==> src/rtl/wb_sched.sv <==
// Register-file write scheduler: merges pipeline writes with long-latency results through a 2-entry buffer.
// Latency 1 to the write port; lu_ready drops when the buffer is full, pipeline writes always win.
module wb_sched (
    input  logic        clk,
    input  logic        rst,
    input  logic        pipe_we,
    input  logic [4:0]  pipe_waddr,
    input  logic [31:0] pipe_wdata,
    input  logic        iss_valid,
    input  logic [4:0]  iss_waddr,
    output logic        iss_ready,
    input  logic        lu_valid,
    input  logic [4:0]  lu_waddr,
    input  logic [31:0] lu_wdata,
    output logic        lu_ready,
    input  logic [4:0]  raddr1,
    input  logic [4:0]  raddr2,
    output logic        busy1,
    output logic        busy2,
    output logic        we,
    output logic [4:0]  waddr,
    output logic [31:0] wdata
);
    typedef struct packed {
        logic [4:0]  addr;
        logic [31:0] data;
    } wr_t;

    wr_t         buf_q [2];
    logic [1:0]  count;
    logic [31:0] pending;

    logic        pipe_win, lu_acc, lu_keep, pop, push, bypass, iss_set;
    logic        win_vld, win_lu;
    wr_t         win, lu_ent;
    logic [31:0] pending_nxt;

    assign lu_ready  = !rst && (count < 2'd2);
    assign iss_ready = !rst && !pending[iss_waddr];
    assign busy1     = !rst && pending[raddr1] && (raddr1 != 5'd0);
    assign busy2     = !rst && pending[raddr2] && (raddr2 != 5'd0);

    always_comb begin
        lu_ent   = '{addr: lu_waddr, data: lu_wdata};
        pipe_win = pipe_we && (pipe_waddr != 5'd0);
        lu_acc   = lu_valid && lu_ready;
        lu_keep  = lu_acc && (lu_waddr != 5'd0);
        pop      = !pipe_win && (count != 2'd0);
        bypass   = !pipe_win && (count == 2'd0) && lu_keep;
        push     = lu_keep && !bypass;
        iss_set  = iss_valid && iss_ready && (iss_waddr != 5'd0);

        win_vld = 1'b0;
        win_lu  = 1'b0;
        win     = '0;
        if (pipe_win) begin
            win_vld = 1'b1;
            win     = '{addr: pipe_waddr, data: pipe_wdata};
        end else if (pop) begin
            win_vld = 1'b1;
            win_lu  = 1'b1;
            win     = buf_q[0];
        end else if (bypass) begin
            win_vld = 1'b1;
            win_lu  = 1'b1;
            win     = lu_ent;
        end

        // A reservation made in the same cycle as a clear must survive.
        pending_nxt = pending;
        if (win_lu)
            pending_nxt[win.addr] = 1'b0;
        if (iss_set)
            pending_nxt[iss_waddr] = 1'b1;
        pending_nxt[0] = 1'b0;
    end

    always_ff @(posedge clk) begin
        if (rst) begin
            count   <= 2'd0;
            pending <= '0;
            we      <= 1'b0;
            waddr   <= 5'd0;
            wdata   <= 32'd0;
        end else begin
            count   <= count + {1'b0, push} - {1'b0, pop};
            pending <= pending_nxt;
            we      <= win_vld;
            if (win_vld) begin
                waddr <= win.addr;
                wdata <= win.data;
            end
        end
    end

    // Buffer payload needs no reset: count alone decides which entries are live.
    always_ff @(posedge clk) begin
        if (!rst) begin
            if (pop) begin
                buf_q[0] <= (push && count == 2'd1) ? lu_ent : buf_q[1];
            end else if (push) begin
                buf_q[count[0]] <= lu_ent;
            end
        end
    end
endmodule

==> config.mk <==
export PLATFORM = sky130hd
export DESIGN_NAME = wb_sched
export DESIGN_NICKNAME = d
export VERILOG_FILES = /design/src/rtl/wb_sched.sv
export SDC_FILE = /design/constraint.sdc
export NUM_CORES = 1
export LEC_CHECK = 0
export CORE_ASPECT_RATIO = 0.8
export CORE_MARGIN = 2
export CORE_UTILIZATION = 57
export DETAILED_ROUTE_END_ITERATION = 12
export DONT_BUFFER_PORTS = 1
export PLACE_DENSITY = 0.76
export SETUP_SLACK_MARGIN = 0.02
export SYNTH_ARGS = -nofsm -noshare
export SYNTH_HDL_FRONTEND = slang
export SYNTH_SLANG_ARGS = --single-unit
==> constraint.sdc <==
create_clock -name clk -period 5.4 [get_ports clk]
set_input_delay 0.54 -clock clk [delete_from_list [all_inputs] [get_ports clk]]
set_output_delay 0.54 -clock clk [all_outputs]
set_load 0.01 [all_outputs]
==> results of run 1 <==
[placed cells by master, fill, tap and decap left out, types with 7 or more instances in the layout]
master	instances
a221oi_1	37
o31ai_1	32
or3_1	7
mux2_2	7
o21ai_1	61
nand2_1	44
a21oi_1	7
nor2_1	52
clkbuf_16	19
nor2b_1	36
mux2_1	38
mux4_2	18
dfxtp_1	71
edfxtp_1	74
[power breakdown]
group / switching (mW) / internal (mW) / total [mW]
Sequential: 0.0930 / 1.30 / 1.39
Combinational: 0.384 / 0.205 / 0.588
Clock: 0.459 / 0.717 / 1.18
[worst max-delay path: cells and delay by family, from the launching register on]
kind,cells,cell delay (ns)
adder cells (fa/ha/maj),1,0.18
AO/OA/AOI/OAI,1,0.27
buffers and inverters,2,0.43
flip-flops,1,0.52
AND/OR/NAND/NOR,4,1.99
[final cells by class]
class,instances,area (µm²)
Clock inverter,10,93.8
Clock buffer,22,507
Sequential cell,145,3640
Inverter,7,26.3
Multi-Input combinational cell,424,3190
Fill cell,893,4430
Timing Repair Buffer,4,30.0
Tap cell,152,190
[cell families (layout without fill, tap and decap cells)]
family	after synthesis	in the layout	share of synthesized area [%]
and+or+nand+nor	180	180	13.5
AOI/OAI and AO/OA	171	171	16.9
DFF	145	145	51.6
muxes	68	68	13.6
buffers and inverters	51	43	3.60
adders and majority gates	3	3	0.532
xor gates and xnor gates	2	2	0.248
[state kept, by name (all words and copies together), names as in the netlist]
signal / cells
buf_q: 74
count: 2
pending: 31
waddr: 5
wdata: 32
we: 1
[stage by stage]
step	instance area, µm²	util (%)	instances	hold slack [ns]	power (mW)
2_1_floorplan	7070	-	620	0.469	1.89
5_1_grt	7680	63.4	764	0.191	3.28
3_3_place_gp	7080	58.5	732	0.487	1.97
3_5_place_dp	7080	58.5	732	0.495	2.00
4_1_cts	7680	63.4	764	0.195	3.16
6_report	7680	63.4	764	0.238	3.16
[layer usage]
metal / up-vias / track usage (%) / part of all wire (%)
met5: - / 0 / 0
met3: 28 / 10.8 / 12
met1: 2505 / 36.0 / 41
li1: 2362 / - / -
met2: 328 / 38.1 / 45
met4: 0 / 8.24 / 1.6
[how the worst max path moves through the flow]
stage	from	endpoint	cells past startpoint	slack, ns
after floorplan	pipe_waddr[0]	buf_q[0][0]$_DFFE_PP_	10	1.07
after global placement	pipe_waddr[0]	buf_q[0][10]$_DFFE_PP_	9	1.70
after detailed placement	pipe_waddr[0]	buf_q[0][19]$_DFFE_PP_	9	1.61
after CTS	count[0]$_SDFF_PP0_	buf_q[0][18]$_DFFE_PP_	8	1.65
after global routing	count[0]$_SDFF_PP0_	buf_q[0][7]$_DFFE_PP_	8	1.41
final	count[0]$_SDFF_PP0_	buf_q[0][9]$_DFFE_PP_	8	1.69
==> results.json, run 1 <==
{
  "outcome": "finished clean",
  "cts_tree": "done",
  "r2r-start": "count[0]$_SDFF_PP0_",
  "crit_slowest_cell": "nor2_4",
  "dr.first_iter.drc_count": 676,
  "wl_per_cell_um": 22.5,
  "htree_num_levels": 4,
  "ir_worst_vdd_mv": 0.449,
  "ys.flop_type": "edfxtp_1",
  "crit_chain": "or2_2 > o211ai_1 > inv_2 > ha_1 > nand2_1 > nor2_4 > nor3_4 > buf_4",
  "n_antenna_cell": 0,
  "syn2layout_area_growth_pct": 8.81,
  "drt_wl_total_um": 17200,
  "grt_pass1_vias": 5175,
  "ys_ff_latch": 145,
  "avgViaCountPerCell": 6.84,
  "synth.most_common_cell": "edfxtp_1",
  "post_cts_buffers": 0,
  "synth_nets": 717,
  "required_ns": 5.52,
  "synth_edf_count": 74,
  "synthArstFlopShare_pct": 0,
  "pin_count": 136,
  "antenna_found_initial": 0,
  "whs_endpoint": "count[0]$_SDFF_PP0_",
  "grt_usage_pct": 26.2,
  "core_area_um2": 12100,
  "syn-mean-instance-area_um2": 11.4,
  "synth.area.top_cells": "edfxtp_1, dfxtp_1, mux2_1",
  "drive_above_1_share_pct": 12.6,
  "vias": 5223,
  "clock_path_buffers": 2,
  "power.density_nw_per_um2": 411,
  "r2r_slack_ns": 1.69,
  "yosys.area.top_type_share_pct": 31.5,
  "drv_slew": 0,
  "io_buffers": 0,
  "max_freq_mhz": 270,
  "clkTransAtPathRegs_ns": 0.06,
  "finalHoldViolations": 0,
  "cts_root_buf": "clkbuf_16",
  "finalCritPeriodShare_pct": 68.7,
  "nNetsFinal": 696,
  "clock_latency_ns": 0.41,
  "start_util_pct": 58.3,
  "worstHoldStart": "rst",
  "grt_overflow_total": 0,
  "cts_sinks": 145,
  "pre_cts_slack_ns": 1.61,
  "synth_top_area_cell": "edfxtp_1",
  "drc": 0,
  "grt_pass1_wl_um": 27000,
  "final.min_clock_period_ns": 3.71,
  "tightest_slew_ns": 1.18,
  "place.gp.congestion": 0.933,
  "fin_ws_ns": 1.69,
  "firstDrtPassIters": 7,
  "die_w_um": 128,
  "finalSetupTns_ns": 0,
  "crit_path_max_fanout": 46,
  "min_path_type": "input pin to flop",
  "place.detailed.hpwl_um": 11500,
  "netlist_area_um2": 7060,
  "netlist_instances": 620,
  "p_leak_nw": 2.54,
  "yosysSeqAreaShare_pct": 51.6,
  "synth.distinct_cells": 60,
  "worstPathArrival_ns": 3.83,
  "maxCapViolations": 0,
  "dieArea_um2": 13300,
  "r2r_end": "buf_q[0][9]$_DFFE_PP_",
  "synthTopCellsByCount": "edfxtp_1, dfxtp_1, o21ai_1",
  "min_path_cells": 1,
  "post_cts_resized": 0,
  "crit_path_max_incr_delay_ns": 0.91,
  "fp.dieH_um": 104,
  "rsz0062_at_grt": "no",
  "end_kind": "flop",
  "post_cts_hold_buffer_count": 0,
  "cts_made_buffers": 17,
  "criticalPathCategory": "flop to flop",
  "fp-row-count": 36,
  "grt_max_degree": 86,
  "ant_nets": 0,
  "crit_path_start_kind": "flop",
  "setup_viol": 0,
  "ys_warn_count": 0,
  "clock_skew_ns": 0.00855,
  "r2r_cells": 8,
  "slew-limit-headroom_pct": 21.1
}
Note: power is estimated with default switching activity, not from simulation.
==> run 2: changes to the inputs <==
clock period = 3 ns   (was 5.4 ns; I/O delays follow)
==> results.json, run 2 (synthesis gave the netlist of run 1 again) <==
{
  "rsz0062_at_grt": "no",
  "r2r_cells": 7,
  "cp_top_family": "simple AND/OR/NAND/NOR gates",
  "power.density_nw_per_um2": 728,
  "p_seq_share_pct": 44.2,
  "htree_num_levels": 4,
  "grt_pass1_wl_um": 27800,
  "tightest_slew_ns": 1.13,
  "p_sw_mw": 1.68,
  "nNetsFinal": 705,
  "met2_wirelength_um": 7970,
  "finalHoldViolations": 0,
  "criticalPathCategory": "flop to flop",
  "final_cell_mix": "edfxtp_1, dfxtp_1, o21ai_1",
  "worstPathArrival_ns": 2.88,
  "post_cts_buffers": 0,
  "clock_latency_ns": 0.42,
  "crit_buf_inv": 1,
  "die_w_um": 128,
  "cts_sinks": 145,
  "n_antenna_cell": 0,
  "crit_slowest_cell": "nor2_4",
  "crit_path_start_kind": "flop",
  "drv_slew": 0,
  "final_util_pct": 63.9,
  "cts_root_buf": "clkbuf_16",
  "largest_register": "buf_q",
  "drt-met1-wl_um": 7230,
  "antenna_found_initial": 0,
  "slew-limit-headroom_pct": 24.8,
  "maxCapViolations": 0,
  "final.min_clock_period_ns": 2.73,
  "biggestRegsByFlops": "buf_q x74, wdata x32, pending x31",
  "holdWs_ns": 0.0461,
  "min_path_cells": 2,
  "outcome": "finished clean",
  "end_kind": "flop",
  "grt_max_degree": 48,
  "drive_above_1_share_pct": 13.2,
  "p_comb_share_pct": 20.7,
  "routed.top_layer": "met4",
  "largest_reg_flops": 74,
  "post_cts_hold_buffer_count": 2,
  "setup_viol": 0,
  "grt_usage_pct": 26.9,
  "grt_overflow_total": 0,
  "p_leak_nw": 2.57,
  "syn2layout_area_growth_pct": 9.59,
  "layout_commonest_cell": "edfxtp_1",
  "post_cts_resized": 0,
  "detailroute.wirelength.met3_um": 1730,
  "swShare_pct": 29.9,
  "fp-row-count": 36,
  "pin_count": 136,
  "drc": 0,
  "internal_power_mw": 3.95,
  "crit_path_max_fanout": 37,
  "clock_skew_ns": 0.0112,
  "cp_num_cells": 7,
  "place.gp.congestion": 0.972,
  "io_buffers": 0,
  "ir_worst_vdd_mv": 0.716,
  "finalSetupTns_ns": 0,
  "max_freq_mhz": 366,
  "p_clk_share_pct": 35.1,
  "ant_nets": 0,
  "grt_pass1_vias": 5269,
  "num-fill-cells": 945,
  "crit_path_max_incr_delay_ns": 0.86,
  "clock_path_buffers": 2,
  "firstDrtPassIters": 5,
  "place.detailed.hpwl_um": 11500,
  "required_ns": 3.15,
  "avgViaCountPerCell": 6.81,
  "vias": 5264,
  "start_util_pct": 58.3,
  "finalCritPeriodShare_pct": 91.0,
  "drt_wl_total_um": 17300,
  "cts_tree": "done",
  "wl_per_cell_um": 22.3,
  "clkTransAtPathRegs_ns": 0.06,
  "crit_chain": "or2_1 > o211ai_1 > inv_2 > ha_4 > a31oi_1 > nor2_4 > mux2_1",
  "cts_made_buffers": 17,
  "dr.first_iter.drc_count": 575,
  "core_area_um2": 12100,
  "fp.dieH_um": 104,
  "r2r_slack_ns": 0.27,
  "dieArea_um2": 13300,
  "min_path_type": "input pin to flop"
}
## run 2: final timing paths
kind | start | endpoint
max reg2reg | count[1]$_SDFF_PP0_ | buf_q[0][4]$_DFFE_PP_
min | pipe_waddr[2] | waddr[2]$_SDFFE_PP0P_
max | count[1]$_SDFF_PP0_ | buf_q[0][4]$_DFFE_PP_
min reg2reg | wdata[9]$_SDFFE_PP0P_ | wdata[9]$_SDFFE_PP0P_
## run 2: power groups by stage
| stage | Sequential [mW] | Combinational [mW] | Clock (mW) |
|---|---|---|---|
| 3_3_place_gp | 2.52 | 1.11 | 0 |
| 6_report | 2.49 | 1.17 | 1.98 |
| 3_5_place_dp | 2.53 | 1.14 | 0 |
| 4_1_cts | 2.49 | 1.16 | 2.00 |
| 2_1_floorplan | 2.51 | 0.908 | 0 |
| 5_1_grt | 2.51 | 1.29 | 2.08 |
## run 2: metrics by stage
stage,std cells,area (µm²),power (mW),setup slack (ns)
detailed placement,739,7160,3.67,0.268
CTS,773,7740,5.65,0.254
finish,773,7740,5.63,0.271
floorplan,620,7110,3.42,-0.394
global route,773,7740,5.88,0.0280
global placement,739,7160,3.63,0.344
## run 2: cell type report
class | instances | area, µm² | share of cell area [%]
flip-flops and latches | 145 | 3640 | 47.1
inverters | 7 | 26.3 | 0.340
repair buffers | 13 | 125 | 1.62
clock buffers | 23 | 468 | 6.05
well taps | 152 | 190 | 2.46
clock inverters | 9 | 78.8 | 1.02
multi-input cells | 424 | 3210 | 41.4
## run 2: metal layers
metal | track usage (%) | up-vias
met5 | 0 | -
met4 | 8.87 | 0
met3 | 9.45 | 31
met2 | 40.6 | 278
met1 | 36.4 | 2579
li1 | - | 2376
==> run 3: changes to the inputs <==
CORE_MARGIN = 4   (was 2)
==> results.json, run 3 (synthesis gave the netlist of run 1 again) <==
{
  "crit_chain": "or2_1 > o211ai_1 > inv_2 > ha_4 > a31oi_1 > nor2_4 > mux2_1",
  "internal_power_mw": 4.22,
  "crit_start": "count[1]$_SDFF_PP0_",
  "pin_count": 136,
  "crit_slowest_cell": "nor2_4",
  "biggestRegsByFlops": "buf_q x74, wdata x32, pending x31",
  "required_ns": 3.16,
  "avgViaCountPerCell": 6.74,
  "grtUsageMet2_pct": 38.0,
  "final_cell_mix": "edfxtp_1, dfxtp_1, o21ai_1",
  "ant_nets": 0,
  "min_path_cells": 2,
  "grt_pass1_vias": 5146,
  "grt_max_degree": 48,
  "io_buffers": 0,
  "place.detailed.hpwl_um": 12000,
  "syn2layout_area_growth_pct": 10.6,
  "clock_path_buffers": 2,
  "busiest_layer": "met2",
  "finalHoldViolations": 0,
  "fp-row-count": 36,
  "final_cell_area_um2": 7810,
  "min_path_type": "input pin to flop",
  "clock_latency_ns": 0.42,
  "r2r-start": "count[1]$_SDFF_PP0_",
  "worstHoldStart": "pipe_waddr[2]",
  "crit_path_max_fanout": 37,
  "drc": 0,
  "largest_reg_flops": 74,
  "setup_viol": 0,
  "wl_per_cell_um": 22.9,
  "slew-limit-headroom_pct": 24.8,
  "met1_usage_pct": 33.8,
  "p_comb_share_pct": 19.9,
  "layout_commonest_cell": "edfxtp_1",
  "fp.dieH_um": 108,
  "drt_wl_total_um": 17700,
  "dieArea_um2": 14200,
  "use_met3_pct": 9.77,
  "core_area_um2": 12200,
  "cts_root_buf": "clkbuf_16",
  "p_clk_share_pct": 38.0,
  "ir_worst_vdd_mv": 0.526,
  "place.gp.congestion": 0.904,
  "cts_made_buffers": 17,
  "grt_overflow_total": 0,
  "grt_pass1_wl_um": 27800,
  "htree_num_levels": 4,
  "start_util_pct": 58.1,
  "drv_slew": 0,
  "firstDrtPassIters": 5,
  "cts_tree": "done",
  "drive_above_1_share_pct": 13.1,
  "grt_usage_pct": 25.1,
  "dr.first_iter.drc_count": 462,
  "die_w_um": 132,
  "p_seq_share_pct": 42.1,
  "final.min_clock_period_ns": 2.72,
  "cts_sinks": 145,
  "vias": 5196,
  "antenna_found_initial": 0,
  "tightest_slew_ns": 1.13,
  "criticalPathCategory": "flop to flop",
  "power.density_nw_per_um2": 758,
  "p_sw_mw": 1.70,
  "max_freq_mhz": 367,
  "r2r_cells": 7,
  "swShare_pct": 28.8,
  "p_leak_nw": 2.59,
  "maxCapViolations": 0,
  "nNetsFinal": 703,
  "finalCritPeriodShare_pct": 90.7,
  "clock_skew_ns": 0.00782,
  "finalSetupTns_ns": 0,
  "crit_path_start_kind": "flop",
  "largest_register": "buf_q",
  "end_kind": "flop",
  "post_cts_resized": 0,
  "outcome": "finished clean",
  "rsz0062_at_grt": "no",
  "clkTransAtPathRegs_ns": 0.06,
  "dpl_cell_area_um2": 7150,
  "crit_path_max_incr_delay_ns": 0.86,
  "worstPathArrival_ns": 2.88,
  "n_antenna_cell": 0
}
## run 3: changes by cell type in the layout (fill, tap and decap cells not counted)
| cell | change |
|---|---|
| clkbuf_16 | +2 |
| inv_4 | -4 |
| inv_6 | -1 |
| clkinvlp_4 | +1 |
| dlygate4sd3_1 | -1 |
| clkinv_2 | -2 |
| buf_4 | -1 |
| clkinv_4 | +2 |
| bufinv_16 | +2 |
## run 3: worst max-delay path, delay by kind of cell (launching register included)
family                     cells  cell delay (ns)
and+or+nand+nor                2             1.08
DFF                            1             0.48
muxes                          1             0.43
AOI/OAI and AO/OA              2             0.20
adders and majority gates      1             0.13
buffers and inverters          1             0.10
## run 3: path summary, 6_finish.rpt
check,end,slack [ns]
max,buf_q[1][10]$_DFFE_PP_,0.28
min,waddr[2]$_SDFFE_PP0P_,0.06
max reg2reg,buf_q[1][10]$_DFFE_PP_,0.28
min reg2reg,wdata[7]$_SDFFE_PP0P_,0.50
## run 3: power groups by stage
stage / clock (mW) / combinational (mW) / sequential (mW)
floorplan: 0 / 0.908 / 2.51
global placement: 0 / 1.12 / 2.52
detailed placement: 0 / 1.16 / 2.53
CTS: 2.29 / 1.17 / 2.49
global route: 2.38 / 1.28 / 2.51
finish: 2.25 / 1.18 / 2.49
## run 3: final cells by class
| cell class | count | area (µm²) |
|---|---|---|
| timing repair buffer | 11 | 108 |
| multi-input combinational | 424 | 3210 |
| sequential | 145 | 3640 |
| clock inverter | 7 | 120 |
| inverter | 7 | 26.3 |
| fill | 944 | 4350 |
| clock buffer | 25 | 518 |
| tap | 152 | 190 |
## run 3: per-layer routing
layer / wire length, µm / up-vias
li1: - / 2364
met1: 7450 / 2557
met2: 8130 / 257
met3: 1880 / 18
met4: 190 / 0
met5: 0 / -
## run 3: what timing repair did
action,in CTS,in global routing
hold buffers,1,0
setup buffers,0,0
endpoints found under the hold margin,42,0
## run 3: metrics by stage
step	hold slack, ns	power, mW	std cells	utilization (%)	setup slack, ns
finish	0.0564	5.92	771	64.2	0.278
global route	0.0568	6.17	771	64.2	0.119
CTS	0.0472	5.95	771	64.2	0.263
detailed placement	0.387	3.68	738	58.8	0.243
global placement	0.383	3.65	738	58.8	0.305
floorplan	0.455	3.42	620	-	-0.394
